**config.mk**
```make
export PLATFORM = sky130hd
export DESIGN_NAME = pipeline_hazard_ctrl
export DESIGN_NICKNAME = d
export VERILOG_FILES = /design/src/rtl/pipeline_hazard_ctrl.sv
export SDC_FILE = /design/constraint.sdc
export NUM_CORES = 1
export LEC_CHECK = 0
export CAP_MARGIN = 10
export CORE_MARGIN = 2
export CORE_UTILIZATION = 36
export CTS_CLUSTER_DIAMETER = 200
export DETAILED_ROUTE_END_ITERATION = 12
export GPL_TIMING_DRIVEN = 0
export PLACE_DENSITY = 0.79
export REMOVE_ABC_BUFFERS = 1
export SYNTH_ARGS = -nofsm -noshare
export SYNTH_HDL_FRONTEND = slang
export SYNTH_SLANG_ARGS = --single-unit
```
**constraint.sdc**
```tcl
create_clock -name clk -period 2.89 [get_ports clk]
set_input_delay 0.4335 -clock clk [delete_from_list [all_inputs] [get_ports clk]]
set_output_delay 0.4335 -clock clk [all_outputs]
set_load 0.02 [all_outputs]
```
**src/rtl/pipeline_hazard_ctrl.sv**
```systemverilog
// rtl/pipeline_hazard_ctrl.sv - RAW hazard stall/flush/forwarding control for a 4-stage pipeline.
// Optional operand forwarding is enabled by defining HAZ_FORWARD_EN.
module pipeline_hazard_ctrl (
    input  logic        clk,
    input  logic        reset_input,
    input  logic [15:0] fede_instr,
    input  logic [3:0]  exe_opcode,
    input  logic [3:0]  exe_rd,
    input  logic [3:0]  dm_opcode,
    input  logic [3:0]  dm_rd,
    input  logic        branch_taken,
    output logic        pc_hold,
    output logic        fede_hold,
    output logic        fede_flush,
    output logic        deexe_bubble,
    output logic [1:0]  fwd_a_sel,
    output logic [1:0]  fwd_b_sel,
    output logic [1:0]  ctrl_state,
    output logic [7:0]  stall_cnt
);

    typedef enum logic [1:0] {
        ST_RUN   = 2'b00,
        ST_STALL = 2'b01,
        ST_FLUSH = 2'b10
    } state_t;

    state_t     state_q, state_d;
    logic [7:0] stall_cnt_q, stall_cnt_d;

    logic [3:0] de_op, de_rs1, de_rs2;
    logic       reads_rs1, reads_rs2;
    logic       exe_wr, dm_wr;
    logic       exe_hit_a, exe_hit_b, dm_hit_a, dm_hit_b;
    logic       stall;
    logic       pc_hold_c, fede_hold_c, fede_flush_c, deexe_bubble_c;
    logic [1:0] fwd_a_c, fwd_b_c;

    function automatic logic is_writer(input logic [3:0] op);
        case (op)
            4'h1, 4'h2, 4'h3, 4'h4, 4'h5, 4'h6, 4'h7, 4'h8, 4'hD, 4'hF: is_writer = 1'b1;
            default: is_writer = 1'b0;
        endcase
    endfunction

    assign de_op  = fede_instr[15:12];
    assign de_rs1 = fede_instr[7:4];
    assign de_rs2 = fede_instr[3:0];

    // NOP and 1101 read nothing; the load reads only its base register.
    assign reads_rs1 = (de_op != 4'h0) && (de_op != 4'hD);
    assign reads_rs2 = reads_rs1 && (de_op != 4'h7);

    assign exe_wr = is_writer(exe_opcode);
    assign dm_wr  = is_writer(dm_opcode);

    assign exe_hit_a = reads_rs1 && exe_wr && (exe_rd == de_rs1);
    assign exe_hit_b = reads_rs2 && exe_wr && (exe_rd == de_rs2);
    assign dm_hit_a  = reads_rs1 && dm_wr  && (dm_rd  == de_rs1);
    assign dm_hit_b  = reads_rs2 && dm_wr  && (dm_rd  == de_rs2);

`ifdef HAZ_FORWARD_EN
    // Only a load in EXE cannot be bypassed: its data appears one stage too late.
    assign stall = (exe_opcode == 4'h7) && (exe_hit_a || exe_hit_b);

    always_comb begin
        fwd_a_c = 2'b00;
        fwd_b_c = 2'b00;
        if (state_q != ST_FLUSH) begin
            if (exe_hit_a)     fwd_a_c = 2'b01;
            else if (dm_hit_a) fwd_a_c = 2'b10;
            if (exe_hit_b)     fwd_b_c = 2'b01;
            else if (dm_hit_b) fwd_b_c = 2'b10;
        end
    end
`else
    assign stall   = exe_hit_a || exe_hit_b || dm_hit_a || dm_hit_b;
    assign fwd_a_c = 2'b00;
    assign fwd_b_c = 2'b00;
`endif

    always_comb begin
        state_d        = state_q;
        stall_cnt_d    = stall_cnt_q;
        pc_hold_c      = 1'b0;
        fede_hold_c    = 1'b0;
        fede_flush_c   = 1'b0;
        deexe_bubble_c = 1'b0;
        case (state_q)
            ST_FLUSH: begin
                fede_flush_c = 1'b1;
                state_d      = ST_RUN;
            end
            default: begin
                if (branch_taken) begin
                    fede_flush_c   = 1'b1;
                    deexe_bubble_c = 1'b1;
                    state_d        = ST_FLUSH;
                end else if (stall) begin
                    pc_hold_c      = 1'b1;
                    fede_hold_c    = 1'b1;
                    deexe_bubble_c = 1'b1;
                    state_d        = ST_STALL;
                end else begin
                    state_d        = ST_RUN;
                end
            end
        endcase
        if (pc_hold_c && (stall_cnt_q != 8'hFF)) begin
            stall_cnt_d = stall_cnt_q + 8'd1;
        end
    end

    always_ff @(posedge clk or negedge reset_input) begin
        if (!reset_input) begin
            state_q     <= ST_RUN;
            stall_cnt_q <= 8'd0;
        end else begin
            state_q     <= state_d;
            stall_cnt_q <= stall_cnt_d;
        end
    end

    // Combinational controls are gated so reset clears them without waiting for a clock.
    assign pc_hold      = reset_input & pc_hold_c;
    assign fede_hold    = reset_input & fede_hold_c;
    assign fede_flush   = reset_input & fede_flush_c;
    assign deexe_bubble = reset_input & deexe_bubble_c;
    assign fwd_a_sel    = reset_input ? fwd_a_c : 2'b00;
    assign fwd_b_sel    = reset_input ? fwd_b_c : 2'b00;
    assign ctrl_state   = state_q;
    assign stall_cnt    = stall_cnt_q;

endmodule

```
==> results.toml <==
[status]
status = "complete, no violations"

[detailed_routing]
vias = 814
drt_iter0_markers = 8
postRouteWirelength_um = 1890
route.detailed.drc = 0
routedWlPerCell_um = 11.67
detail_route.vias_per_cell = 5.025
firstDrtPassIters = 3
drtAntennaViolNets = 0

[setup_path]
startpoint_type = "input pin"
critical_path_class = "in -> out"
r2r_slack_ps = 1170
worstPathMaxFanout = 3
cp.required_ps = 2460
arrival_ps = 2330
r2r_cells = 6
end_kind = "output port"
rr_endpoint = "stall_cnt[1]"
reg2reg_from = "stall_cnt[3]"

[yosys]
syn_avg_cell_area_sq_um = 9.636
ys_top_cells_by_count = "xnor2_1, xor2_1, dfrtp_1"
yosysMostFrequentCell = "xnor2_1"
ys_warn_count = 0
synth_cells = 87
synth_top_family_by_area = "simple AND/OR/NAND/NOR gates"
synth_top_area_cell = "dfrtp_1"
ys_top_cells_by_area = "dfrtp_1, xnor2_1, xor2_1"
synth_xor_area_share_pct = 24.03
syn_area_sq_um = 838.3
synth_mux_area_share_pct = 1.791
synthAdderAreaFrac_pct = 1.493
yosys.cell_types.count = 30
synth_ff_type = "dfrtp_1"
synth-async-reset-ratio_pct = 100.0
yosys.area_share.simple_pct = 31.64
synth_top_cell_area_share_pct = 29.85
synth-edff-count = 0
synth_compound_area_share_pct = 5.373
ys_seq_area_share_pct = 29.85
synth-seq-cells = 10

[clock_network]
htree_levels = 1
cts_made_buffers = 3
cts_tree = "yes"
cts_sinks = 10
path_clk_slew_ps = 70
clkLatencyLatePin_ps = 270
root_buffer = "clkbuf_4"
clockBufferDepth = 2

[timing]
drv_slew = 0
hold_viol = 0
setup_viol = 0
max_freq_mhz = 361.4
rsz0062_at_grt = "no"
fin_crit_sh_pct = 95.75
finalCriticalPeriod_ps = 2767
finalWorstSetupSlack_ps = 122.8
fin_skew_ps = 4.559

[pwr]
switchingPower_mw = 0.1891
leakage_nw = 0.5832
powerDensity_mw_per_mm2 = 414.2
pwr-share-clk_pct = 22.5
switching_share_pct = 33.68
p_int_mw = 0.3722
p_seq_share_pct = 33.8
comb_power_share_pct = 43.7
ir_drop_v = 0.0002286
finalPower_mw = 0.5613

[placement]
dp_cells = 157
place_congestion = 0.8475
placed_cell_area_sq_mm = 0.001287
pre_cts_ws_ps = -500.0
io_buffer_count = 44
post-dp-hpwl_um = 1629

[floorplan]
ios = 53
die_h_um = 52.26
die_w_um = 52.26
rows = 17
die-area_sq_mm = 0.002731
core_area_sq_mm = 0.002212
initial_core_util_pct = 37.90

[cells_and_area]
nets = 171
antenna_cells = 0
design_area_sq_mm = 0.001355
area_delta_synth_final_pct = 61.64
stdcell_count = 162
drive_gt1_share_pct = 14.93
utilization_pct = 61.26

[worst_hold_path]
worstHoldPathType = "in -> async"

[global_route]
grt_max_degree = 14
grt_overflow = 0
grt_pass1_vias = 807
antenna_found_initial = 0
grt_pass1_wl_um = 3174
track_usage_pct = 15.50

[flow_run]
maxCapViolCount = 0
==> power groups by stage <==
stage	sequential, mW	combinational [mW]	clock, mW
after floorplan	0.214	0.0950	0
after global placement	0.190	0.235	0
after detailed placement	0.193	0.241	0
after CTS	0.190	0.243	0.128
after global routing	0.193	0.263	0.138
final	0.190	0.245	0.126
==> flip-flops by register name (all words and copies together), names as in the netlist <==
register / cells
ctrl_state: 2
stall_cnt: 8
==> what timing repair did <==
| item | CTS | global route |
|---|---|---|
| hold buffers | 0 | 0 |
| endpoints found under the setup margin | 3 | 3 |
| hold endpoints to repair | 0 | 0 |
| pin swaps | 3 | 2 |
| gates resized for setup | 13 | 6 |
| setup buffers | 1 | 0 |
==> logic make-up after synthesis <==
family                     Yosys count
AOI/OAI and AO/OA                    5
buffers and inverters                7
and+or+nand+nor                     39
muxes                                1
other                                1
DFF                                 10
adders and majority gates            1
xor gates and xnor gates            23
==> layout by cell type, fill, tap and decap left out, types with 2 or more instances in the layout <==
master | synthesis | layout
clkdlybuf4s50_1 | 0 | 40
xnor2_1 | 12 | 12
xor2_1 | 11 | 11
dfrtp_1 | 10 | 10
nand3_1 | 6 | 6
nor4_1 | 4 | 4
conb_1 | 1 | 4
nor2_1 | 3 | 3
nand4_1 | 3 | 3
and2_1 | 3 | 3
and3_1 | 3 | 3
clkbuf_4 | 0 | 3
buf_2 | 0 | 3
inv_1 | 2 | 2
nand3b_1 | 2 | 2
or4_4 | 0 | 2
nor4_2 | 2 | 2
nand2_1 | 2 | 2
nor4b_1 | 2 | 2
==> per-stage QoR <==
step                hold slack, ps  setup TNS (ps)
finish                       490.9               0
global placement             476.7           -1326
detailed placement           480.1           -1449
floorplan                    137.9               0
CTS                          492.5               0
global route                 519.3               0
==> area by class of cell <==
class                   count  area, sq um
multi-input cells          73        590.6
repair buffers             45        435.4
fillers                   185        857.1
well taps                  28        35.03
clock buffers               4        36.28
flip-flops and latches     10        250.2
inverters                   2        7.507
==> critical path, cell delays in order <==
cell             delay [ps]
clkdlybuf4s50_1         450
or4_4                   550
o311ai_2                120
nor4_2                  120
nor3_4                  200
nor2_1                   80
o211a_1                 230
buf_2                   160
==> worst max path at each step <==
stage	from	to	cells past startpoint
2_1_floorplan	dm_opcode[1]	fede_hold	6
3_3_place_gp	dm_opcode[0]	deexe_bubble	8
3_5_place_dp	dm_opcode[0]	deexe_bubble	8
4_1_cts	exe_opcode[0]	deexe_bubble	8
5_1_grt	exe_opcode[0]	deexe_bubble	8
6_report	exe_opcode[0]	deexe_bubble	8
==> layer usage <==
layer	GRT usage, %	part of all wire (%)
met1	16.49	37
met2	30.38	52
met3	2.571	10
met4	5.128	1.5
met5	0	0
(Power assumes the default switching activity.)
